==> src/rtl/fb_pkg.sv <==
// Shared types and geometry helpers for the frame-buffer write controller.
package fb_pkg;

  typedef enum logic {
    ST_IDLE   = 1'b0,
    ST_ACTIVE = 1'b1
  } fb_state_t;

  localparam int FRAMES_CNT_DEF = 3;
  typedef logic [$clog2(FRAMES_CNT_DEF)-1:0] buf_idx_t;

  // AXI bursts needed for one line: beats rounded up, then 256-beat bursts rounded up.
  function automatic int calc_bpl(input int line_size_b, input int data_width_b);
    int beats;
    beats = (line_size_b + data_width_b - 1) / data_width_b;
    return (beats + 255) / 256;
  endfunction

  function automatic int calc_frame_size(input int lines, input int stride_b);
    return lines * stride_b;
  endfunction

  function automatic int calc_exp_b(input int lines, input int bpl);
    return lines * bpl;
  endfunction

  // Values for the default 1080-line, 3840-byte, 64-bit geometry.
  localparam int FRAME_SIZE_B = calc_frame_size(1080, 4096);
  localparam int BPL          = calc_bpl(3840, 8);
  localparam int EXP_B        = calc_exp_b(1080, BPL);

endpackage

==> src/rtl/fb_wr_buf_ctrl_buf_select.sv <==
// Picks the lowest buffer that is neither held by the reader nor the newest frame.
module fb_buf_select
  import fb_pkg::*;
#(
  parameter int FRAMES_CNT = 3,
  parameter int BUF_W      = $clog2(FRAMES_CNT)
) (
  input  logic [BUF_W-1:0] rd_buf_i,
  input  logic             rd_vld_i,
  input  logic [BUF_W-1:0] last_buf_i,
  input  logic             last_vld_i,
  output logic [BUF_W-1:0] next_buf_o
);

  // Scan downwards so the lowest eligible index is the one left standing.
  // The reader's buffer is only protected once it actually holds a frame.
  always_comb begin
    next_buf_o = '0;
    for (int i = FRAMES_CNT - 1; i >= 0; i--) begin
      if (!(rd_vld_i && (BUF_W'(i) == rd_buf_i)) &&
          !(last_vld_i && (BUF_W'(i) == last_buf_i))) begin
        next_buf_o = BUF_W'(i);
      end
    end
  end

endmodule

==> src/rtl/fb_wr_buf_ctrl.sv <==
// Write-side frame buffer controller: line addresses, buffer rotation and B-response tracking.
module fb_wr_buf_ctrl
  import fb_pkg::*;
#(
  parameter int                    ADDR_WIDTH         = 32,
  parameter int                    DATA_WIDTH         = 64,
  parameter logic [ADDR_WIDTH-1:0] BASE_ADDR          = '0,
  parameter int                    FRAMES_CNT         = 3,
  parameter int                    LINES              = 1080,
  parameter int                    LINE_SIZE_B        = 3840,
  parameter int                    LINE_STRIDE_B      = 4096,
  parameter int                    MAX_PKT_SIZE_WIDTH = 12
) (
  input  logic                          clk_i,
  input  logic                          rst_i,
  input  logic                          sof_i,
  input  logic                          eol_i,
  input  logic                          b_hs_i,
  input  logic                          rd_frame_start_i,
  output logic [ADDR_WIDTH-1:0]         addr_o,
  output logic [MAX_PKT_SIZE_WIDTH-1:0] pkt_size_o,
  output logic [$clog2(FRAMES_CNT)-1:0] wr_buf_o,
  output logic [$clog2(FRAMES_CNT)-1:0] rd_buf_o,
  output logic                          frame_avail_o,
  output logic                          short_frame_o,
  output logic                          overflow_o
);

  localparam int DATA_WIDTH_B    = DATA_WIDTH / 8;
  localparam int BUF_W           = $clog2(FRAMES_CNT);
  localparam int LC_W            = $clog2(LINES + 1);
  localparam int BURSTS_PER_LINE = calc_bpl(LINE_SIZE_B, DATA_WIDTH_B);
  localparam int FRAME_BURSTS    = calc_exp_b(LINES, BURSTS_PER_LINE);
  // Headroom above one frame: a replaced pending carries its outstanding count forward.
  localparam int BC_W            = $clog2(FRAME_BURSTS + 1) + 4;
  localparam logic [ADDR_WIDTH-1:0] FRAME_BYTES = ADDR_WIDTH'(calc_frame_size(LINES, LINE_STRIDE_B));
  localparam logic [ADDR_WIDTH-1:0] STRIDE      = ADDR_WIDTH'(LINE_STRIDE_B);

  fb_state_t         state_q;
  logic [BUF_W-1:0]  wr_buf_q, rd_buf_q, last_buf_q, pbuf_q;
  logic              avail_q, short_q, ovf_q, last_vld_q, pend_q, pub_q;
  logic [LC_W-1:0]   line_cnt_q;
  logic [ADDR_WIDTH-1:0] ptr_q;
  logic [BC_W-1:0]   exp_b_q, b_cnt_q;

  logic [BUF_W-1:0]      next_buf;
  logic [ADDR_WIDTH-1:0] next_line0;
  logic                  b_done, publish, last_line, create, c_pub, carry;
  logic [BC_W-1:0]       c_exp;

  function automatic logic [ADDR_WIDTH-1:0] buf_base(input logic [BUF_W-1:0] b);
    return BASE_ADDR + ADDR_WIDTH'(b) * FRAME_BYTES;
  endfunction

  fb_buf_select #(
    .FRAMES_CNT (FRAMES_CNT),
    .BUF_W      (BUF_W)
  ) u_buf_select (
    .rd_buf_i   (rd_buf_q),
    .rd_vld_i   (avail_q),
    .last_buf_i (last_buf_q),
    .last_vld_i (last_vld_q),
    .next_buf_o (next_buf)
  );

  // Completion, frame-end detection and the zero-latency address mux.
  always_comb begin
    next_line0 = buf_base(next_buf);
    b_done     = pend_q && (b_cnt_q == exp_b_q);
    publish    = b_done && pub_q;
    carry      = pend_q && !b_done;
    last_line  = (line_cnt_q == LC_W'(LINES - 1));
    create     = (state_q == ST_ACTIVE) && (sof_i || (eol_i && last_line));
    c_pub      = !sof_i;
    c_exp      = sof_i ? BC_W'(int'(line_cnt_q) * BURSTS_PER_LINE) : BC_W'(FRAME_BURSTS);
    addr_o     = sof_i ? next_line0 : ptr_q;
  end

  assign pkt_size_o    = MAX_PKT_SIZE_WIDTH'(LINE_SIZE_B);
  assign wr_buf_o      = wr_buf_q;
  assign rd_buf_o      = rd_buf_q;
  assign frame_avail_o = avail_q;
  assign short_frame_o = short_q;
  assign overflow_o    = ovf_q;

  // Frame FSM, B accounting and reader handshake.
  always_ff @(posedge clk_i or posedge rst_i) begin
    if (rst_i) begin
      state_q    <= ST_IDLE;
      wr_buf_q   <= '0;
      rd_buf_q   <= '0;
      last_buf_q <= '0;
      pbuf_q     <= '0;
      avail_q    <= 1'b0;
      short_q    <= 1'b0;
      ovf_q      <= 1'b0;
      last_vld_q <= 1'b0;
      pend_q     <= 1'b0;
      pub_q      <= 1'b0;
      line_cnt_q <= '0;
      ptr_q      <= BASE_ADDR;
      exp_b_q    <= '0;
      b_cnt_q    <= '0;
    end else begin
      short_q <= 1'b0;

      if (b_done) b_cnt_q <= BC_W'(b_hs_i);
      else        b_cnt_q <= b_cnt_q + BC_W'(b_hs_i);

      if (create) begin
        pend_q  <= 1'b1;
        pbuf_q  <= wr_buf_q;
        pub_q   <= c_pub;
        exp_b_q <= carry ? (c_exp + exp_b_q) : c_exp;
        if (carry) ovf_q <= 1'b1;
      end else if (b_done) begin
        pend_q <= 1'b0;
      end

      if (publish) begin
        last_buf_q <= pbuf_q;
        last_vld_q <= 1'b1;
      end

      if (rd_frame_start_i) begin
        if (publish) begin
          rd_buf_q <= pbuf_q;
          avail_q  <= 1'b1;
        end else if (last_vld_q) begin
          rd_buf_q <= last_buf_q;
          avail_q  <= 1'b1;
        end
      end

      case (state_q)
        ST_IDLE: begin
          if (sof_i) begin
            state_q    <= ST_ACTIVE;
            wr_buf_q   <= next_buf;
            line_cnt_q <= '0;
            ptr_q      <= next_line0 + STRIDE;
          end else if (eol_i) begin
            ovf_q <= 1'b1;
          end
        end
        ST_ACTIVE: begin
          if (sof_i) begin
            short_q    <= 1'b1;
            wr_buf_q   <= next_buf;
            line_cnt_q <= '0;
            ptr_q      <= next_line0 + STRIDE;
          end else if (eol_i) begin
            line_cnt_q <= line_cnt_q + LC_W'(1);
            // Pointer stops at the last line so stray lines stay inside the buffer.
            if (line_cnt_q < LC_W'(LINES - 2)) ptr_q <= ptr_q + STRIDE;
            if (last_line) state_q <= ST_IDLE;
          end
        end
        default: state_q <= ST_IDLE;
      endcase
    end
  end

endmodule

==> config.mk <==
export PLATFORM = sky130hd
export DESIGN_NAME = fb_wr_buf_ctrl
export DESIGN_NICKNAME = d
export VERILOG_FILES = /design/src/rtl/fb_pkg.sv /design/src/rtl/fb_wr_buf_ctrl_buf_select.sv /design/src/rtl/fb_wr_buf_ctrl.sv
export SDC_FILE = /design/constraint.sdc
export NUM_CORES = 1
export LEC_CHECK = 0
export ABC_AREA = 0
export BUFFER_PORTS_ARGS = -buffer_cell sky130_fd_sc_hd__buf_4
export CAP_MARGIN = 20
export CORE_UTILIZATION = 25
export CTS_BUF_LIST = sky130_fd_sc_hd__clkbuf_2 sky130_fd_sc_hd__clkbuf_4 sky130_fd_sc_hd__clkbuf_8
export CTS_CLUSTER_SIZE = 16
export DETAILED_ROUTE_END_ITERATION = 12
export PLACE_DENSITY = 0.38
export SLEW_MARGIN = 20
export SYNTH_ARGS = -nofsm -noshare
export SYNTH_HDL_FRONTEND = slang
export SYNTH_SLANG_ARGS = --single-unit
==> constraint.sdc <==
create_clock -name clk_i -period 5.8 [get_ports clk_i]
set_clock_uncertainty 0.05 [all_clocks]
set_input_delay 1.16 -clock clk_i [delete_from_list [all_inputs] [get_ports clk_i]]
set_output_delay 1.16 -clock clk_i [all_outputs]
set_load 0.05 [all_outputs]
==> out/metrics.cfg, run 1 <==
[clock_tree]
cts_tree = done
cts_max_level = 3
cts.sinks = 77
post-cts-setup-buffers = 0
cts_made_buffers = 9
clk_pin_slew_worst_paths_ns = 0.08
ctsLongestPathBuffers = 2
worstSkewPairLatency_ns = 0.37
root_buffer = clkbuf_8
postCtsHoldBufs = 0
post_cts_resized = 0

[timing]
maxSlewViolCount = 0
hold_viol = 0
whs_ns = 0.439
max_freq_ghz = 0.271
rsz0062_at_grt = false
worst_slew_pin_slew_ns = 0.974
tns_ns = 0
setup_viol = 0
finalCriticalPeriod_ns = 3.70
finalCritPeriodShare = 0.637
slew_headroom = 0.351

[run_status]
outcome = finished, final reports clean

[grt]
use_met3 = 0.0372
met2_usage = 0.202
top_usage_layer = met2
gr-total-overflow = 0
grt_usage = 0.126
use_met1 = 0.167
grt_first_pass_wirelength_mm = 19.9
antenna_found_initial = 0
grt_pass1_vias = 3771
grt_max_degree = 75

[place]
port_buffers = 32
hpwl_mm = 8.31
gp_congestion = 0.777

[worst_setup_path]
path_class = in2out
critPathLaunchType = primary input
cp_max_fo = 74
arrival_ns = 2.49
cp.required_ns = 4.59
cp-end-kind = output port

[logic_synthesis]
async_flop_share = 1.00
yosysSeqAreaShare = 0.388
yosysTopAreaCell = dfrtp_1
synth_area_leaders = dfrtp_1 39%, xor2_1 5.8%, ha_1 4.8%
syn_area_um2 = 4960
ys_seq_elements = 77
synth.avg_cell_area_um2 = 9.05
synth_cells = 548
synth_edf_count = 0
yosys_most_used_dff = dfrtp_1
synth_cell_types = 62
synth_warnings = 0
synth_top_area_share = 0.388

[drt]
drc = 0
dr.pass1.iters = 6
routed_wl_mm = 11.8
wl_per_cell_um = 14.0
drt-initial-drc-count = 232
dr_total_vias = 3749
ant_nets = 0
viasPerCell = 4.47

[die]
start_util = 0.255
chipWidth_um = 143
dieArea_um2 = 20400
core_um2 = 19500
fp.dieH_um = 143
io_pins = 57
rows = 51

[final_layout]
fill_cells = 2061
drive_gt1_frac = 0.108
layout_common_cells = 77 x dfrtp_1, 62 x nor2_1, 44 x nand2_1
layout_commonest_cell = dfrtp_1
synthToLayoutAreaGrowth_pct = 11.9
fin_util = 0.285
nNetsFinal = 595
diodes = 0

[power]
swShare = 0.368
p_comb_frac = 0.316
pwr-share-clk = 0.256
power_frac_seq = 0.428
p_sw_uw = 624
power_density_nw_per_um2 = 305
p_leak_uw = 0.00258
p_int_uw = 1070
vdd_drop_max_mv = 0.0977

[run]
cap_violations = 0

[worst_hold_path]
hold_path.class = reg2reg

==> per-stage QoR <==
| stage | instance area (um2) | power, uW | std cells | setup WS (ns) |
|---|---|---|---|---|
| floorplan | 5040 | 1160 | 570 | 1.75 |
| global placement | 5350 | 1270 | 823 | 1.86 |
| detailed placement | 5350 | 1280 | 823 | 1.67 |
| CTS | 5550 | 1730 | 838 | 2.05 |
| global route | 5550 | 1820 | 838 | 1.87 |
| finish | 5550 | 1690 | 838 | 2.10 |
==> power groups by stage <==
stage	Clock [uW]	Sequential, uW	Combinational (uW)
final	435	725	535
after global routing	475	742	602
after CTS	456	727	544
after detailed placement	0	738	541
after global placement	0	736	531
after floorplan	0	704	455
==> state kept, by name, indices dropped and copies added (netlist names) <==
register	flops
ptr_q	20
b_cnt_q	16
exp_b_q	15
line_cnt_q	11
last_buf_q	2
pbuf_q	2
rd_buf_o	2
wr_buf_o	2
frame_avail_o	1
last_vld_q	1
overflow_o	1
pend_q	1
pub_q	1
short_frame_o	1
state_q	1
==> synthesized netlist by cell type (3+ instances only) <==
| library cell | instances |
|---|---|
| a21o_1 | 5 |
| a21oi_1 | 27 |
| a221o_1 | 3 |
| a31oi_1 | 3 |
| and2_1 | 14 |
| and3_1 | 16 |
| and4_1 | 4 |
| buf_4 | 24 |
| clkbuf_1 | 18 |
| dfrtp_1 | 77 |
| ha_1 | 19 |
| inv_1 | 17 |
| mux2i_1 | 10 |
| nand2_1 | 44 |
| nand2b_1 | 7 |
| nand3_1 | 16 |
| nand4_1 | 14 |
| nor2_1 | 62 |
| nor2b_1 | 19 |
| nor3_1 | 3 |
| nor4_1 | 4 |
| o211a_1 | 3 |
| o21a_1 | 4 |
| o21ai_0 | 14 |
| o21ai_1 | 15 |
| o22a_1 | 3 |
| o31ai_1 | 4 |
| or3_1 | 3 |
| xnor2_1 | 21 |
| xor2_1 | 33 |
==> cell families (layout without fill, tap and decap cells) <==
logic type,after synthesis,in the layout,share of synthesized area
compound gates,100,100,0.133
xor+xnor,54,54,0.0953
other cells,2,24,0.00151
buf+inv,63,66,0.0694
flops,77,77,0.388
fa+ha+maj,20,20,0.0520
simple gates,217,217,0.228
mux,15,15,0.0323
==> metal layers <==
metal	up-vias	part of all wire	wire [um]
met5	-	0	0
met4	0	0.0088	104
li1	1888	-	-
met3	7	0.032	374
met1	1795	0.50	5840
met2	59	0.46	5440
==> worst paths after layout <==
check | from | end | slack (ns) | cells past startpoint
min in group asynchronous | rst_i | exp_b_q[14] | 0.90 | 2
worst min-delay path | pbuf_q[1] | pbuf_q[1] | 0.44 | 2
worst min register to register | pbuf_q[1] | pbuf_q[1] | 0.44 | 2
worst max-delay path | sof_i | addr_o[15] | 2.10 | 4
max in group asynchronous | rst_i | line_cnt_q[7] | 3.87 | 3
worst max register to register | b_cnt_q[4] | b_cnt_q[0] | 2.93 | 5
==> worst max-delay path, stage by stage <==
cell and delay (ns):
buf_4 0.55, nand2_1 0.31, o21ai_0 0.20, buf_4 0.24
==> cell type report <==
cell class | count | area [um2] | share of cell area
flip-flops and latches | 77 | 1930 | 0.347
repair buffers | 34 | 255 | 0.0460
inverters | 17 | 65.1 | 0.0117
well taps | 265 | 332 | 0.0597
clock buffers | 11 | 151 | 0.0273
clock inverters | 4 | 47.5 | 0.00857
multi-input cells | 430 | 2770 | 0.500
(Power assumes the default switching activity.)
==> run 2: changes to the inputs <==
==> constraint.sdc (replaced) <==
create_clock -name clk_i -period 3.8 [get_ports clk_i]
set_clock_uncertainty 0.05 [all_clocks]
set_input_delay 0.76 -clock clk_i [delete_from_list [all_inputs] [get_ports clk_i]]
set_output_delay 0.76 -clock clk_i [all_outputs]
set_load 0.05 [all_outputs]
==> run 2 against run 1 <==
  * Critical path depth grew 4
  * Cell count rose by 0.60%
  * Via count rose by 1.2%
  * Die area is the same
  * Clock-buffer cell count stayed put
  * Worst setup slack worse by 1.5 ns
  * Sequential share of layout area is 0.28 points lower
  * Clock power is 60% higher
  * Worst hold slack worse by 0.13 ns
  * Critical path type is now reg2out
  * Largest power group unchanged
==> out/metrics.cfg, run 2 (synthesized netlist as in run 1, its figures left out) <==
[worst_setup_path]
cp_max_fo = 4
worstRegToRegCells = 8
reg2reg_slack_ns = 1.03
path_class = reg2out
critPathLaunchType = flop
cp.required_ns = 2.99
cp-end-kind = output port
arrival_ns = 2.34
r2r-start = line_cnt_q[3]
r2r_end = exp_b_q[14]

[clock_tree]
cts_max_level = 3
clk_pin_slew_worst_paths_ns = 0.08
cts.sinks = 77
post_cts_resized = 0
worstSkewPairLatency_ns = 0.37
postCtsHoldBufs = 0
root_buffer = clkbuf_8
cts_tree = done
post-cts-setup-buffers = 0
ctsLongestPathBuffers = 2
cts_made_buffers = 9

[grt]
grt_pass1_vias = 3756
antenna_found_initial = 0
grt_max_degree = 39
grt_first_pass_wirelength_mm = 19.7
gr-total-overflow = 0
grt_usage = 0.125

[run]
cap_violations = 0

[timing]
hold_viol = 0
whs_ns = 0.310
finalCritPeriodShare = 0.828
finalCriticalPeriod_ns = 3.15
slew_headroom = 0.370
max_freq_ghz = 0.318
setup_viol = 0
rsz0062_at_grt = false
worst_slew_pin_slew_ns = 0.945
tns_ns = 0
maxSlewViolCount = 0

[final_layout]
drive_gt1_frac = 0.116
synthToLayoutAreaGrowth_pct = 12.8
fin_util = 0.287
layout_commonest_cell = dfrtp_1
largest_reg_flops = 20
stdcell_count = 843
fill_cells = 2128
reg.largest.list = ptr_q (20), b_cnt_q (16), exp_b_q (15)
top_register = ptr_q
diodes = 0
nNetsFinal = 599
layout_common_cells = 77 x dfrtp_1, 62 x nor2_1, 44 x nand2_1

[die]
dieArea_um2 = 20400
fp.dieH_um = 143
start_util = 0.255
core_um2 = 19500
io_pins = 57
rows = 51
chipWidth_um = 143

[place]
dp_cells = 827
port_buffers = 32
hpwl_mm = 8.54
gp_congestion = 0.794

[run_status]
outcome = finished, final reports clean

[drt]
drc = 0
viasPerCell = 4.50
dr.pass1.iters = 6
drt-initial-drc-count = 164
wl_per_cell_um = 14.1
dr_total_vias = 3793
ant_nets = 0
routed_wl_mm = 11.9

[power]
p_total_uw = 2620
power_density_nw_per_um2 = 468
vdd_drop_max_mv = 0.149
p_leak_uw = 0.00262

[worst_hold_path]
hold_path.class = in2async

==> run 2: cell types whose count changed in the layout (fill, tap and decap cells not counted) <==
cell,previous run,this run
clkbuf_4,0,2
buf_4,34,38
clkinvlp_4,1,0
clkbuf_8,11,9
bufinv_16,1,2
clkinv_2,3,4
==> run 2: cell type report <==
cell class                      count  area, um2  share of cell area
Multi-Input combinational cell    430       2770               0.496
Sequential cell                    77       1930               0.344
Tap cell                          265        332              0.0593
Timing Repair Buffer               38        285              0.0510
Clock buffer                       11        139              0.0248
Clock inverter                      5       75.1              0.0134
Inverter                           17       65.1              0.0116
==> run 2: layer usage <==
layer	up-vias	global-route usage	routed length (um)
li1	1892	-	-
met1	1836	0.161	5790
met2	54	0.204	5520
met3	11	0.0376	423
met4	0	0.0283	141
met5	-	0	0
==> run 2: worst max-delay path by stage <==
| stage | start | endpoint | slack (ns) | cells past startpoint |
|---|---|---|---|---|
| floorplan | sof_i | addr_o[15] | 0.55 | 4 |
| global placement | sof_i | exp_b_q[13] | 0.52 | 11 |
| detailed placement | sof_i | exp_b_q[14] | 0.44 | 9 |
| CTS | last_vld_q | addr_o[16] | 0.61 | 8 |
| global route | last_vld_q | addr_o[16] | 0.49 | 8 |
| finish | last_vld_q | addr_o[16] | 0.65 | 8 |
==> run 2: metrics by stage <==
stage / setup slack, ns / instance area (um2)
finish: 0.654 / 5600
global route: 0.489 / 5600
CTS: 0.612 / 5600
detailed placement: 0.440 / 5380
global placement: 0.523 / 5380
floorplan: 0.547 / 5040
==> run 2: power breakdown <==
group / switching (uW) / internal (uW)
Sequential: 164 / 941
Combinational: 456 / 360
Clock: 316 / 382
==> run 2: critical path: stages (launching register included) <==
cell and delay [ns]:
dfrtp_1 0.36, inv_1 0.08, nor2_1 0.20, o21ai_0 0.13
a21oi_1 0.29, inv_1 0.11, ha_1 0.33, mux2_2 0.28
buf_4 0.19
==> run 3: changes to the inputs <==
==> constraint.sdc (replaced) <==
create_clock -name clk_i -period 3.15 [get_ports clk_i]
set_clock_uncertainty 0.05 [all_clocks]
set_input_delay 0.63 -clock clk_i [delete_from_list [all_inputs] [get_ports clk_i]]
set_output_delay 0.63 -clock clk_i [all_outputs]
set_load 0.05 [all_outputs]
==> run 3 against run 2 <==
  * Sequential share of layout area about the same
  * Clock-buffer cell count did not move
  * Sequential power increased by 21%
  * Critical path depth fell by 1
  * Utilization about the same
  * Total power is 15% higher
  * Via count increased by 0.16%
  * Sequential cell count unchanged
  * Cell count grew 0.71%
  * Register-to-register slack worse by 0.56 ns
==> out/metrics.cfg, run 3 (synthesized netlist as in run 1, its figures left out) <==
[timing]
worst_slew_pin_slew_ns = 0.685
rsz0062_at_grt = false
maxSlewViolCount = 0
hold_viol = 0
tns_ns = 0
finalCriticalPeriod_ns = 2.91
max_freq_ghz = 0.344
setup_viol = 0
slew_headroom = 0.543
finalCritPeriodShare = 0.923

[grt]
grt_max_degree = 63
gr-total-overflow = 0
grt_first_pass_wirelength_mm = 19.6
grt_pass1_vias = 3708
grt_usage = 0.124
top_usage_layer = met2
use_met1 = 0.160
use_met3 = 0.0389
met2_usage = 0.203
antenna_found_initial = 0

[worst_setup_path]
cp.required_ns = 2.47
critPathLaunchType = flop
worstRegToRegCells = 8
r2r_end = exp_b_q[14]
cp.depth = 7
worstPathCellList = nor2b_1 -> o21ai_0 -> a21oi_2 -> inv_1 -> ha_1 -> mux2_2 -> buf_4
path_delay_family = flip-flops
max_stage_delay_ns = 0.41
cp_max_fo = 3
arrival_ns = 2.23
cp_slowest_cell = dfrtp_1
reg2reg_slack_ns = 0.47
path_class = reg2out
cp_num_buf_inv = 2
cp-end-kind = output port
r2r-start = line_cnt_q[3]

[clock_tree]
cts.sinks = 77
ctsLongestPathBuffers = 2
cts_tree = done
clk_pin_slew_worst_paths_ns = 0.08
cts_made_buffers = 9
postCtsHoldBufs = 0
cts_max_level = 3
root_buffer = clkbuf_8
worstSkewPairLatency_ns = 0.37

[drt]
wl_per_cell_um = 13.8
routed_wl_mm = 11.7
viasPerCell = 4.47
dr_total_vias = 3799
drt-initial-drc-count = 228
ant_nets = 0
drc = 0
dr.pass1.iters = 6

[die]
core_um2 = 19500
fp.dieH_um = 143
chipWidth_um = 143
rows = 51
dieArea_um2 = 20400
start_util = 0.255
io_pins = 57

[final_layout]
top_register = ptr_q
diodes = 0
drive_gt1_frac = 0.128
synthToLayoutAreaGrowth_pct = 12.9
layout_commonest_cell = dfrtp_1
largest_reg_flops = 20
fin_util = 0.288
nNetsFinal = 605
reg.largest.list = ptr_q (20), b_cnt_q (16), exp_b_q (15)
layout_common_cells = 77 x dfrtp_1, 61 x nor2_1, 44 x nand2_1, 44 x buf_4, 33 x xor2_1

[worst_hold_path]
hold_path.class = in2async

[place]
hpwl_mm = 8.69
port_buffers = 32
gp_congestion = 0.821

[run]
cap_violations = 0

[run_status]
outcome = finished, final reports clean

[power]
power_density_nw_per_um2 = 537
p_leak_uw = 0.00262
vdd_drop_max_mv = 0.170

-- run 3: cell count changes in the layout (fill, tap and decap cells not counted), sizes merged --
cell / delta
bufinv: -2
buf: +6
clkinvlp: +1
clkinv: +1
-- run 3: cell type report --
| class | instances | area, um2 |
|---|---|---|
| Timing Repair Buffer | 44 | 330 |
| Inverter | 17 | 65.1 |
| Sequential cell | 77 | 1930 |
| Tap cell | 265 | 332 |
| Multi-Input combinational cell | 430 | 2780 |
| Clock buffer | 11 | 139 |
| Fill cell | 2123 | 13900 |
| Clock inverter | 5 | 27.5 |
-- run 3: through the flow --
stage	total power [uW]	hold WS [ns]	std cells	setup WS, ns	area (um2)
floorplan	2130	0.406	570	0.0816	5040
global placement	2350	0.423	833	0.211	5430
detailed placement	2360	0.426	833	0.184	5430
CTS	3070	0.299	849	0.0542	5590
global route	3240	0.316	849	0.0823	5600
finish	3010	0.294	849	0.244	5600
-- run 3: power breakdown --
part	total [uW]	internal [uW]	switching, uW	leakage [uW]
combinational	988	438	551	0.00154
clock	678	298	380	0.0000897
sequential	1340	1140	205	0.000989
total	3010	1870	1140	0.00262
-- run 3: worst max path at each step --
stage / from / end / slack, ns
4_1_cts: last_vld_q / addr_o[16] / 0.05
5_1_grt: last_vld_q / addr_o[16] / 0.08
3_3_place_gp: sof_i / exp_b_q[13] / 0.21
3_5_place_dp: sof_i / exp_b_q[13] / 0.18
2_1_floorplan: sof_i / exp_b_q[13] / 0.08
6_report: rd_buf_o[1] / addr_o[16] / 0.24
-- run 3: timing repair --
| item | CTS | global route |
|---|---|---|
| buffers inserted | 0 | 0 |
| hold endpoints to repair | 0 | 0 |
| setup endpoints to repair | 0 | 1 |
| resized for setup | 0 | 2 |
-- run 3: routing by layer --
| metal | up-vias | routed length [um] | part of all wire |
|---|---|---|---|
| met2 | 52 | 5520 | 0.47 |
| met1 | 1838 | 5680 | 0.48 |
| li1 | 1903 | - | - |
| met3 | 6 | 467 | 0.040 |
| met4 | 0 | 87 | 0.0074 |
| met5 | - | 0 | 0 |
